[config.mk]
export PLATFORM = sky130hd
export DESIGN_NAME = rx_fcrc_ctrl
export DESIGN_NICKNAME = d
export VERILOG_FILES = /design/src/rtl/rx_fcrc_ctrl.sv
export SDC_FILE = /design/constraint.sdc
export NUM_CORES = 1
export LEC_CHECK = 0
export BUFFER_PORTS_ARGS = -buffer_cell sky130_fd_sc_hd__buf_2
export CORE_MARGIN = 5
export CORE_UTILIZATION = 45
export CTS_BUF_LIST = sky130_fd_sc_hd__clkbuf_4
export DETAILED_ROUTE_END_ITERATION = 6
export PLACE_DENSITY = 0.77
export REMOVE_ABC_BUFFERS = 1
export SYNTH_ARGS = -nofsm -noshare
export SYNTH_HDL_FRONTEND = slang
export SYNTH_SLANG_ARGS = --single-unit
[constraint.sdc]
create_clock -name clk -period 3.4 [get_ports clk]
set_input_delay 0.34 -clock clk [delete_from_list [all_inputs] [get_ports clk]]
set_output_delay 0.34 -clock clk [all_outputs]
set_load 0.01 [all_outputs]
[src/rtl/rx_fcrc_ctrl.sv]
// CAN XL receive FCRC sequencer: inits/gates the FCRC engine, captures the received FCRC and reports pass/fail.
// Optional fixed-stuff check in the FCRC field: define RX_FCRC_CTRL_STUFF_CHK_EN.
module rx_fcrc_ctrl #(
    parameter int MAX_COV_BITS = 20000
) (
    input  logic        clk,
    input  logic        g_rst,
    input  logic        sample,
    input  logic        rx_bit,
    input  logic        de_stuff,
    input  logic        sof,
    input  logic        fcrc_start,
    input  logic        frame_abort,
    input  logic [31:0] crc_value,
    input  logic        result_ack,
    output logic        fcrc_init,
    output logic        fcrc_enable,
    output logic [31:0] rx_fcrc,
    output logic        result_valid,
    output logic        crc_ok,
    output logic        crc_err,
    output logic        len_err,
    output logic        stuff_err
);

    typedef enum logic [2:0] {IDLE, ACCUM, RECV, CHECK, REPORT} state_t;

    localparam logic [14:0] COV_MAX = 15'(MAX_COV_BITS);

    state_t      state, state_nxt;
    logic [14:0] cov_cnt;
    logic [5:0]  bit_cnt;
    logic [31:0] snapshot;

    logic start_frame, cov_bit, cov_last, fcrc_first, recv_bit, recv_last, stuff_bad, pass;

    // SOF restarts from IDLE/ACCUM/RECV; it is ignored while a result is pending.
    assign start_frame = sample & sof & ~frame_abort &
                         (state == IDLE || state == ACCUM || state == RECV);
    assign cov_bit     = (state == ACCUM) & sample & ~de_stuff & ~fcrc_start & ~sof;
    assign cov_last    = cov_bit & (cov_cnt == COV_MAX - 15'd1);
    assign fcrc_first  = (state == ACCUM) & sample & fcrc_start & ~sof;
    assign recv_bit    = (state == RECV) & sample & ~de_stuff & ~sof;
    assign recv_last   = recv_bit & (bit_cnt == 6'd31);
    assign pass        = (rx_fcrc == snapshot) & ~len_err & ~stuff_err;

    assign fcrc_enable = (state == ACCUM) & sample & ~fcrc_start;

`ifdef RX_FCRC_CTRL_STUFF_CHK_EN
    // A fixed stuff bit must be the complement of the last data bit shifted in.
    assign stuff_bad = (state == RECV) & sample & de_stuff & ~sof & (rx_bit == rx_fcrc[0]);
`else
    assign stuff_bad = 1'b0;
`endif

    always_ff @(posedge clk or posedge g_rst) begin
        if (g_rst) state <= IDLE;
        else       state <= state_nxt;
    end

    always_comb begin
        state_nxt = state;
        if (frame_abort)      state_nxt = IDLE;
        else if (start_frame) state_nxt = ACCUM;
        else begin
            case (state)
                ACCUM:   if (cov_last) state_nxt = CHECK;
                         else if (fcrc_first) state_nxt = RECV;
                RECV:    if (recv_last || stuff_bad) state_nxt = CHECK;
                CHECK:   state_nxt = REPORT;
                REPORT:  if (result_ack) state_nxt = IDLE;
                default: state_nxt = state;
            endcase
        end
    end

    always_ff @(posedge clk or posedge g_rst) begin
        if (g_rst) begin
            fcrc_init    <= 1'b0;
            rx_fcrc      <= '0;
            snapshot     <= '0;
            cov_cnt      <= '0;
            bit_cnt      <= '0;
            result_valid <= 1'b0;
            crc_ok       <= 1'b0;
            crc_err      <= 1'b0;
            len_err      <= 1'b0;
            stuff_err    <= 1'b0;
        end else begin
            fcrc_init <= frame_abort | start_frame;
            if (frame_abort) begin
                result_valid <= 1'b0;
                crc_ok       <= 1'b0;
                crc_err      <= 1'b0;
                len_err      <= 1'b0;
                stuff_err    <= 1'b0;
            end else if (start_frame) begin
                cov_cnt   <= '0;
                bit_cnt   <= '0;
                rx_fcrc   <= '0;
                snapshot  <= '0;
                len_err   <= 1'b0;
                stuff_err <= 1'b0;
            end else begin
                if (cov_bit)  cov_cnt <= cov_cnt + 15'd1;
                if (cov_last) len_err <= 1'b1;
                if (fcrc_first) begin
                    snapshot <= crc_value;
                    rx_fcrc  <= {31'b0, rx_bit};
                    bit_cnt  <= 6'd1;
                end
                if (recv_bit) begin
                    rx_fcrc <= {rx_fcrc[30:0], rx_bit};
                    bit_cnt <= bit_cnt + 6'd1;
                end
                if (stuff_bad) stuff_err <= 1'b1;
                if (state == CHECK) begin
                    result_valid <= 1'b1;
                    crc_ok       <= pass;
                    crc_err      <= ~pass;
                end
                if (state == REPORT && result_ack) begin
                    result_valid <= 1'b0;
                    crc_ok       <= 1'b0;
                    crc_err      <= 1'b0;
                end
            end
        end
    end

endmodule

==> results.md, run 1 <==
- Via-per-instance ratio: 5.57
- Most frequent standard cell in the layout excluding fill and tap cells: sky130_fd_sc_hd__dfrtp_1
- P per Cell Area: between 400 and 500 nW/um2
- Reg-to-reg slack, setup: about 0.90 ns
- Data required time at the worst endpoint: about 3.8 ns
- First-iteration detailed-routing DRC count: a little under 200
- Post-CTS setup buffer count: 0
- Routed len/inst: between 15 and 20 um
- Final setup violating endpoints: 0
- Number of detailed-routing iterations run before antenna repair: 4
- Half-perimeter wire length after placement: around 7.5 mm
- Total power: around 2.1 mW
- Post-detailed-route DRC marker count: 0
- Worst hold path type: primary input to flop
- Share of the clock period used by the worst path: roughly 74%
- Startpoint-to-endpoint class of the critical path: flop to flop
- Maximum number of pins on one net before global-route repair: between 40 and 50
- Growth of design area from synthesis to finish: 14.9%
- Status: complete, no violations
- Data arrival time of the worst path: 2.88 ns
- I/O pins: 80
- Global-route wire length before repair: 17.5 mm
- Unrepaired setup endpoints after global routing: false
- Global Route Usage Sum: 18.9%
- Share of flip-flops with an asynchronous set or reset: 100%
- Max_slew headroom: about 56%
- Most used flip-flop cell after synthesis: sky130_fd_sc_hd__dfrtp_1
- Number of buffers between clock root and the deepest sink: 2
- Maximum vdd ir drop: 0.258 mV
- Number of endpoints with negative hold slack in the final report: 0
- Post-synthesis mux area share: less than 1%
- Fraction of the mapped netlist area in simple logic gates: approximately 21%
- Highest fanout seen on the critical path: 16
- Fraction of the yosys area taken by sequential cells: approximately 54%
- Post-synthesis adder-cell area fraction: less than 1%
- Die area: approximately 12000 um2
- Initial Util: 46.4%
- Critical Path Sink Type: flop
- Cell Area, Synth: 4330 um2
- Mean post-synth cell area: around 10 um2
- Clock tree from TritonCTS: yes
- Leakage Power: 2.59 nW
- Vias in the first global route: around 3500
- Clock tree skew after final layout: 0.0154 ns
- Number of flops mapped to enable cells by yosys: 0
- H-Tree Level Count: 3
- Placer's final routability congestion estimate: 0.868
- Crit-path slowest cell: sky130_fd_sc_hd__or4_1
- Number of buffers added on ports: between 70 and 80
- Clock root buffer: sky130_fd_sc_hd__clkbuf_4
- Number of nets in the layout: 540
- Total detailed-routing wirelength: about 11 mm
- Ratio of cells with drive above 1 in the final layout: 21.9%
- Total placed cells including tap cells: just over 600
- Number of antenna violations at the first check in global routing: 0
- Critical path's largest stage delay: between 0.6 and 0.7 ns
- TritonCTS Buffers: 9
- CTS clock-pin slew for the worst setup and hold paths: 0.16 ns
- Antenna viol nets, final: 0
- Synthesis-stage register bit count: 93
- Final Max Tran Viols: 0
- Post-synthesis compound-gate area fraction: approximately an eighth
- Floorplan core area: just over 9000 um2
- Number of core rows: 35
- Pre-CTS WS: approximately 0.95 ns
- Die Wd: approximately 110 um
- DIE HEIGHT: about 110 um
- Largest family of logic cells by synthesized area: simple AND/OR/NAND/NOR gates
- Later-pin clock latency in the skew report: 0.44 ns
- Diodes inserted: 0
- Post-synthesis instance total: 427
- Leading cell types in the layout, fill and taps excluded: sky130_fd_sc_hd__dfrtp_1 (93), sky130_fd_sc_hd__nand2_1 (83), sky130_fd_sc_hd__buf_2 (78)
- Cells traversed along the worst timing path: nand4bb_1, or4_1, nor4_4, nor2_1, a2111o_1, a21oi_2
- Final worst path period need: around 2.5 ns
- Via total after detailed routing: 3517
- Number of unique standard cell types used by synthesis: 45
- Post-layout instance count excluding filler cells: between 600 and 700
- Number of clock sinks seen by CTS: 93
- Min setup slack post-route: between 0.9 and 1 ns
- Post_cts resized: 0
- Worst Setup Start Kind: flop
- Max-cap violation count: 0
- Worst Max-Slew Pin Slew: 0.661 ns
- Synthesized-area fraction occupied by xor and xnor cells: 9.30%
- Total global routing overflow: 0
- FMAX: between 0.4 and 0.5 GHz
- Ys Warns: 0
[synthesized netlist by cell type, types with 2 or more instances]
cell type / instances / share of area (%)
sky130_fd_sc_hd__o21ai_1: 2 / 0.23
sky130_fd_sc_hd__nand4_1: 10 / 1.4
sky130_fd_sc_hd__nand2b_1: 2 / 0.29
sky130_fd_sc_hd__a21o_1: 3 / 0.52
sky130_fd_sc_hd__a22o_1: 34 / 6.9
sky130_fd_sc_hd__buf_2: 3 / 0.35
sky130_fd_sc_hd__xor2_1: 20 / 4.0
sky130_fd_sc_hd__o31ai_1: 2 / 0.35
sky130_fd_sc_hd__buf_4: 2 / 0.35
sky130_fd_sc_hd__ha_1: 2 / 0.58
sky130_fd_sc_hd__a21oi_1: 3 / 0.35
sky130_fd_sc_hd__inv_1: 5 / 0.43
sky130_fd_sc_hd__clkbuf_1: 21 / 1.8
sky130_fd_sc_hd__a31oi_1: 3 / 0.43
sky130_fd_sc_hd__dfrtp_1: 93 / 54
sky130_fd_sc_hd__nand2_1: 83 / 7.2
sky130_fd_sc_hd__or4_1: 2 / 0.35
sky130_fd_sc_hd__a211oi_1: 2 / 0.35
sky130_fd_sc_hd__and4_1: 2 / 0.40
sky130_fd_sc_hd__nor3_1: 10 / 1.2
sky130_fd_sc_hd__xnor2_1: 26 / 5.3
sky130_fd_sc_hd__nor2_1: 19 / 1.6
sky130_fd_sc_hd__o21ai_0: 9 / 1.0
sky130_fd_sc_hd__nor2b_1: 2 / 0.29
sky130_fd_sc_hd__nor4_1: 7 / 1.0
sky130_fd_sc_hd__o41ai_1: 2 / 0.40
sky130_fd_sc_hd__nand3_1: 40 / 4.6
[stage by stage]
stage               hold WS [ns]  util [%]  setup TNS (ns)  area (um2)
floorplan                  0.440         -          -16.48        4210
detailed placement         0.321      51.9               0        4840
CTS                       0.0865      53.4               0        4980
global placement           0.319      51.9               0        4840
finish                    0.0991      53.4               0        4980
global route              0.0625      53.4               0        4980
[registers in the layout (all words and copies together) (netlist names)]
register	flops
bit_cnt	6
crc_err	1
fcrc_init	1
cov_cnt	15
snapshot	32
crc_ok	1
rx_fcrc	32
len_err	1
result_valid	1
state	3
[final timing paths]
| path | from | depth (start not counted) | endpoint |
|---|---|---|---|
| setup / recovery | state[2]$_DFFE_PP0P_ | 6 | state[1]$_DFFE_PP0P_ |
| max in group asynchronous | g_rst | 4 | snapshot[13]$_DFFE_PP0P_ |
| hold reg to reg | bit_cnt[1]$_DFFE_PP0P_ | 2 | bit_cnt[1]$_DFFE_PP0P_ |
| min in group asynchronous | g_rst | 3 | snapshot[20]$_DFFE_PP0P_ |
| hold / removal | crc_value[29] | 2 | snapshot[29]$_DFFE_PP0P_ |
| setup reg to reg | state[2]$_DFFE_PP0P_ | 6 | state[1]$_DFFE_PP0P_ |
[where the power goes]
part | internal (mW) | switching [mW] | total (mW)
combinational | 0.121 | 0.160 | 0.281
clock | 0.158 | 0.405 | 0.562
sequential | 1.16 | 0.0533 | 1.21
[kinds of logic after synthesis]
logic type	count (synthesis)
simple gates	187
flops	93
compound gates	65
xor+xnor	46
buf+inv	32
fa+ha+maj	2
other cells	1
mux	1
[final cells by class]
class	instances	area, um2
Inverter	5	20.0
Fill cell	828	4350
Tap cell	129	161
Multi-Input combinational cell	302	1890
Timing Repair Buffer	86	453
Sequential cell	93	2330
Clock buffer	9	67.6
Clock inverter	7	56.3
[per-layer routing]
layer,global-route usage [%],part of all wire [%]
met1,26.4,45
met2,29.8,48
met3,3.76,6.0
met4,6.04,1.9
met5,0,0
[what timing repair did]
item	CTS	global route
hold buffers	1	0
setup endpoints to repair	0	0
hold endpoints to repair	19	0
[worst max-delay path, delay by kind of cell, from the launching register on]
family	cells	cell delay (ns)
flip-flops	1	0.56
AND/OR/NAND/NOR	4	1.41
AO/OA/AOI/OAI	2	0.48
Note: power is estimated with default switching activity, not from simulation.
==> inputs of run 2 (changes only) <==
==> constraint.sdc (replaced) <==
create_clock -name clk -period 2.4 [get_ports clk]
set_input_delay 0.24 -clock clk [delete_from_list [all_inputs] [get_ports clk]]
set_output_delay 0.24 -clock clk [all_outputs]
set_load 0.01 [all_outputs]
==> run 2 against run 1 <==
Against the previous run: critical path depth is the same; routed wire length is 0.91% lower; register-to-register slack worse by 0.71 ns; largest power group unchanged; via count rose by 1.5%; highest routed layer unchanged; utilization is 2.6 points higher; clock skew down 0.0015 ns; final cell count increased by 3.5%; sequential share of layout area down 2.1 points; worst setup slack got worse by 0.71 ns.
==> results.md, run 2 (same netlist as run 1, synthesis figures left out) <==
- Antenna viol nets, final: 0 (unchanged)
- Global-route wire length before repair: 17.3 mm (was 17.5 mm)
- Worst hold path type: primary input to flop (unchanged)
- Critical Path Sink Type: flop (unchanged)
- Max-cap violation count: 0 (unchanged)
- Most frequent standard cell in the layout excluding fill and tap cells: sky130_fd_sc_hd__dfrtp_1 (unchanged)
- P per Cell Area: 573 nW/um2 (was 413 nW/um2)
- Total global routing overflow: 0 (unchanged)
- Number of fill cells: 790 (was 828)
- Startpoint-to-endpoint class of the critical path: flop to flop (unchanged)
- M3 GR Usage: 4.84% (was 3.76%)
- Global Route Usage Sum: 18.6% (was 18.9%)
- Number of buffers added on ports: 78 (unchanged)
- Number of antenna violations at the first check in global routing: 0 (unchanged)
- Max_slew headroom: 63.0% (was 55.8%)
- Initial Util: 46.4% (unchanged)
- Peak-usage layer in the global routing report: met2 (unchanged)
- Worst Setup Start Kind: flop (unchanged)
- Total detailed-routing wirelength: 10.5 mm (was 10.6 mm)
- Post-detailed-route DRC marker count: 0 (unchanged)
- Worst-case hold slack: 0.0344 ns (was 0.0991 ns)
- Part of the total power dissipated in sequential elements: 57.0% (was 59.0%)
- Part of the power in the clock network: 27.5% (was 27.4%)
- Highest fanout seen on the critical path: 6 (was 16)
- Global routing usage on met2: 30.6% (was 29.8%)
- Worst Max-Slew Pin Slew: 0.555 ns (was 0.661 ns)
- Clock tree skew after final layout: 0.0139 ns (was 0.0154 ns)
- Post-CTS setup buffer count: 0 (unchanged)
- Combinational cell fraction of total power: 15.5% (was 13.7%)
- Final setup violating endpoints: 0 (unchanged)
- Ratio of cells with drive above 1 in the final layout: 21.8% (was 21.9%)
- Maximum number of pins on one net before global-route repair: 94 (was 41)
- Floorplan core area: 9330 um2 (unchanged)
- Diodes inserted: 0 (unchanged)
- Unrepaired setup endpoints after global routing: false (unchanged)
- Final worst path period need: 2.21 ns (was 2.50 ns)
- Cell count of the worst reg-to-reg path: 6 (unchanged)
- Maximum vdd ir drop: 0.367 mV (was 0.258 mV)
- Met1 usage in global routing: 24.3% (was 26.4%)
- Placer's final routability congestion estimate: 0.803 (was 0.868)
- Hold Path Stages: 2 (unchanged)
- DIE HEIGHT: 108 um (unchanged)
- Growth of design area from synthesis to finish: 20.4% (was 14.9%)
- Vias in the first global route: 3559 (was 3482)
- Via total after detailed routing: 3568 (was 3517)
- Clock root buffer: sky130_fd_sc_hd__clkbuf_4 (unchanged)
- Final Max Tran Viols: 0 (unchanged)
- Total power: 2.99 mW (was 2.06 mW)
- CTS clock-pin slew for the worst setup and hold paths: 0.14 ns (was 0.16 ns)
- Net switching power figure: 0.814 mW (was 0.618 mW)
- Leakage Power: 2.71 nW (was 2.59 nW)
- Later-pin clock latency in the skew report: 0.43 ns (was 0.44 ns)
- Die Wd: 108 um (unchanged)
- Half-perimeter wire length after placement: 7.25 mm (was 7.54 mm)
- TritonCTS Buffers: 9 (unchanged)
- H-Tree Level Count: 3 (unchanged)
- I/O pins: 80 (unchanged)
- FMAX: 0.453 GHz (was 0.400 GHz)
- Data required time at the worst endpoint: 2.77 ns (was 3.78 ns)
- Number of endpoints with negative hold slack in the final report: 0 (unchanged)
- Number of detailed-routing iterations run before antenna repair: 4 (unchanged)
- Number of clock sinks seen by CTS: 93 (unchanged)
- Via-per-instance ratio: 5.46 (was 5.57)
- Registers with the most flip-flops: rx_fcrc x32, snapshot x32, cov_cnt x15 (unchanged)
- Share of total power consumed by net switching: 27.2% (was 30.1%)
- Number of buffers between clock root and the deepest sink: 2 (unchanged)
- Data arrival time of the worst path: 2.58 ns (was 2.88 ns)
- Clock tree from TritonCTS: yes (unchanged)
- Leading cell types in the layout, fill and taps excluded: sky130_fd_sc_hd__dfrtp_1 (93), sky130_fd_sc_hd__nand2_1 (83), sky130_fd_sc_hd__buf_2 (78) (unchanged)
- Share of the clock period used by the worst path: 91.9% (was 73.5%)
- Cell Int Power: 2.18 mW (was 1.44 mW)
- Routed len/inst: 16.1 um (was 16.8 um)
- Status: complete, no violations (unchanged)
- First-iteration detailed-routing DRC count: 257 (was 195)
- Number of core rows: 35 (unchanged)
- Die area: 11700 um2 (unchanged)
- Number of nets in the layout: 562 (was 540)
## run 2: cell count changes in the layout (fill, tap and decap cells not counted), moves of 2 or more
cell,change
sky130_fd_sc_hd__clkinvlp_4,-3
sky130_fd_sc_hd__buf_12,+2
sky130_fd_sc_hd__buf_4,+4
sky130_fd_sc_hd__clkinv_1,+3
sky130_fd_sc_hd__dlygate4sd3_1,+16
sky130_fd_sc_hd__inv_6,-3
## run 2: per-layer routing
| metal | wire length [um] | vias up |
|---|---|---|
| li1 | - | 1675 |
| met1 | 4560 | 1756 |
| met2 | 5080 | 124 |
| met3 | 707 | 13 |
| met4 | 165 | 0 |
| met5 | 0 | - |
## run 2: timing repair
item,in CTS,in global routing
hold buffers,17,0
gates resized for setup,0,1
endpoints found under the setup margin,0,1
endpoints found under the hold margin,109,0
## run 2: worst paths after layout
kind                                      start                        to  slack (ns)
setup / recovery           state[1]$_DFFE_PP0P_      state[1]$_DFFE_PP0P_        0.19
hold / removal                    crc_value[30]  snapshot[30]$_DFFE_PP0P_        0.03
setup reg to reg           state[1]$_DFFE_PP0P_      state[1]$_DFFE_PP0P_        0.19
hold reg to reg             crc_err$_DFFE_PP0P_       crc_err$_DFFE_PP0P_        0.51
max in group asynchronous                 g_rst  snapshot[27]$_DFFE_PP0P_        1.60
min in group asynchronous                 g_rst   snapshot[0]$_DFFE_PP0P_        0.45
## run 2: critical path, stage by stage (launching register included)
cell and delay, ns:
sky130_fd_sc_hd__dfrtp_1 0.42, sky130_fd_sc_hd__nand4bb_1 0.24, sky130_fd_sc_hd__or4_4 0.53, sky130_fd_sc_hd__nor4_4 0.36
sky130_fd_sc_hd__nor2_1 0.10, sky130_fd_sc_hd__a2111o_1 0.36, sky130_fd_sc_hd__a21oi_2 0.13
## run 2: final cells by class
cell class | count | area [um2] | area share (%)
multi-input cells | 302 | 1900 | 36.3
repair buffers | 108 | 683 | 13.1
well taps | 129 | 161 | 3.09
inverters | 5 | 20.0 | 0.384
clock buffers | 10 | 75.1 | 1.44
flip-flops and latches | 93 | 2330 | 44.6
clock inverters | 6 | 53.8 | 1.03
## run 2: stage by stage
step	util [%]	instance area, um2	setup TNS, ns	setup slack [ns]	std cells
floorplan	-	4210	-82.84	-1.76	400
global placement	52.7	4910	0	0.247	620
detailed placement	52.7	4910	0	0.131	620
CTS	55.9	5210	0	0.0961	653
global route	55.9	5220	0	0.0806	653
finish	55.9	5220	0	0.193	653
## run 2: power groups by stage
stage                     registers [mW]  clock network [mW]  logic [mW]
after floorplan                     1.73                   0       0.248
after global placement              1.73                   0       0.438
after detailed placement            1.73                   0       0.446
after CTS                           1.70               0.846       0.467
after global routing                1.71               0.889       0.516
final                               1.70               0.822       0.465
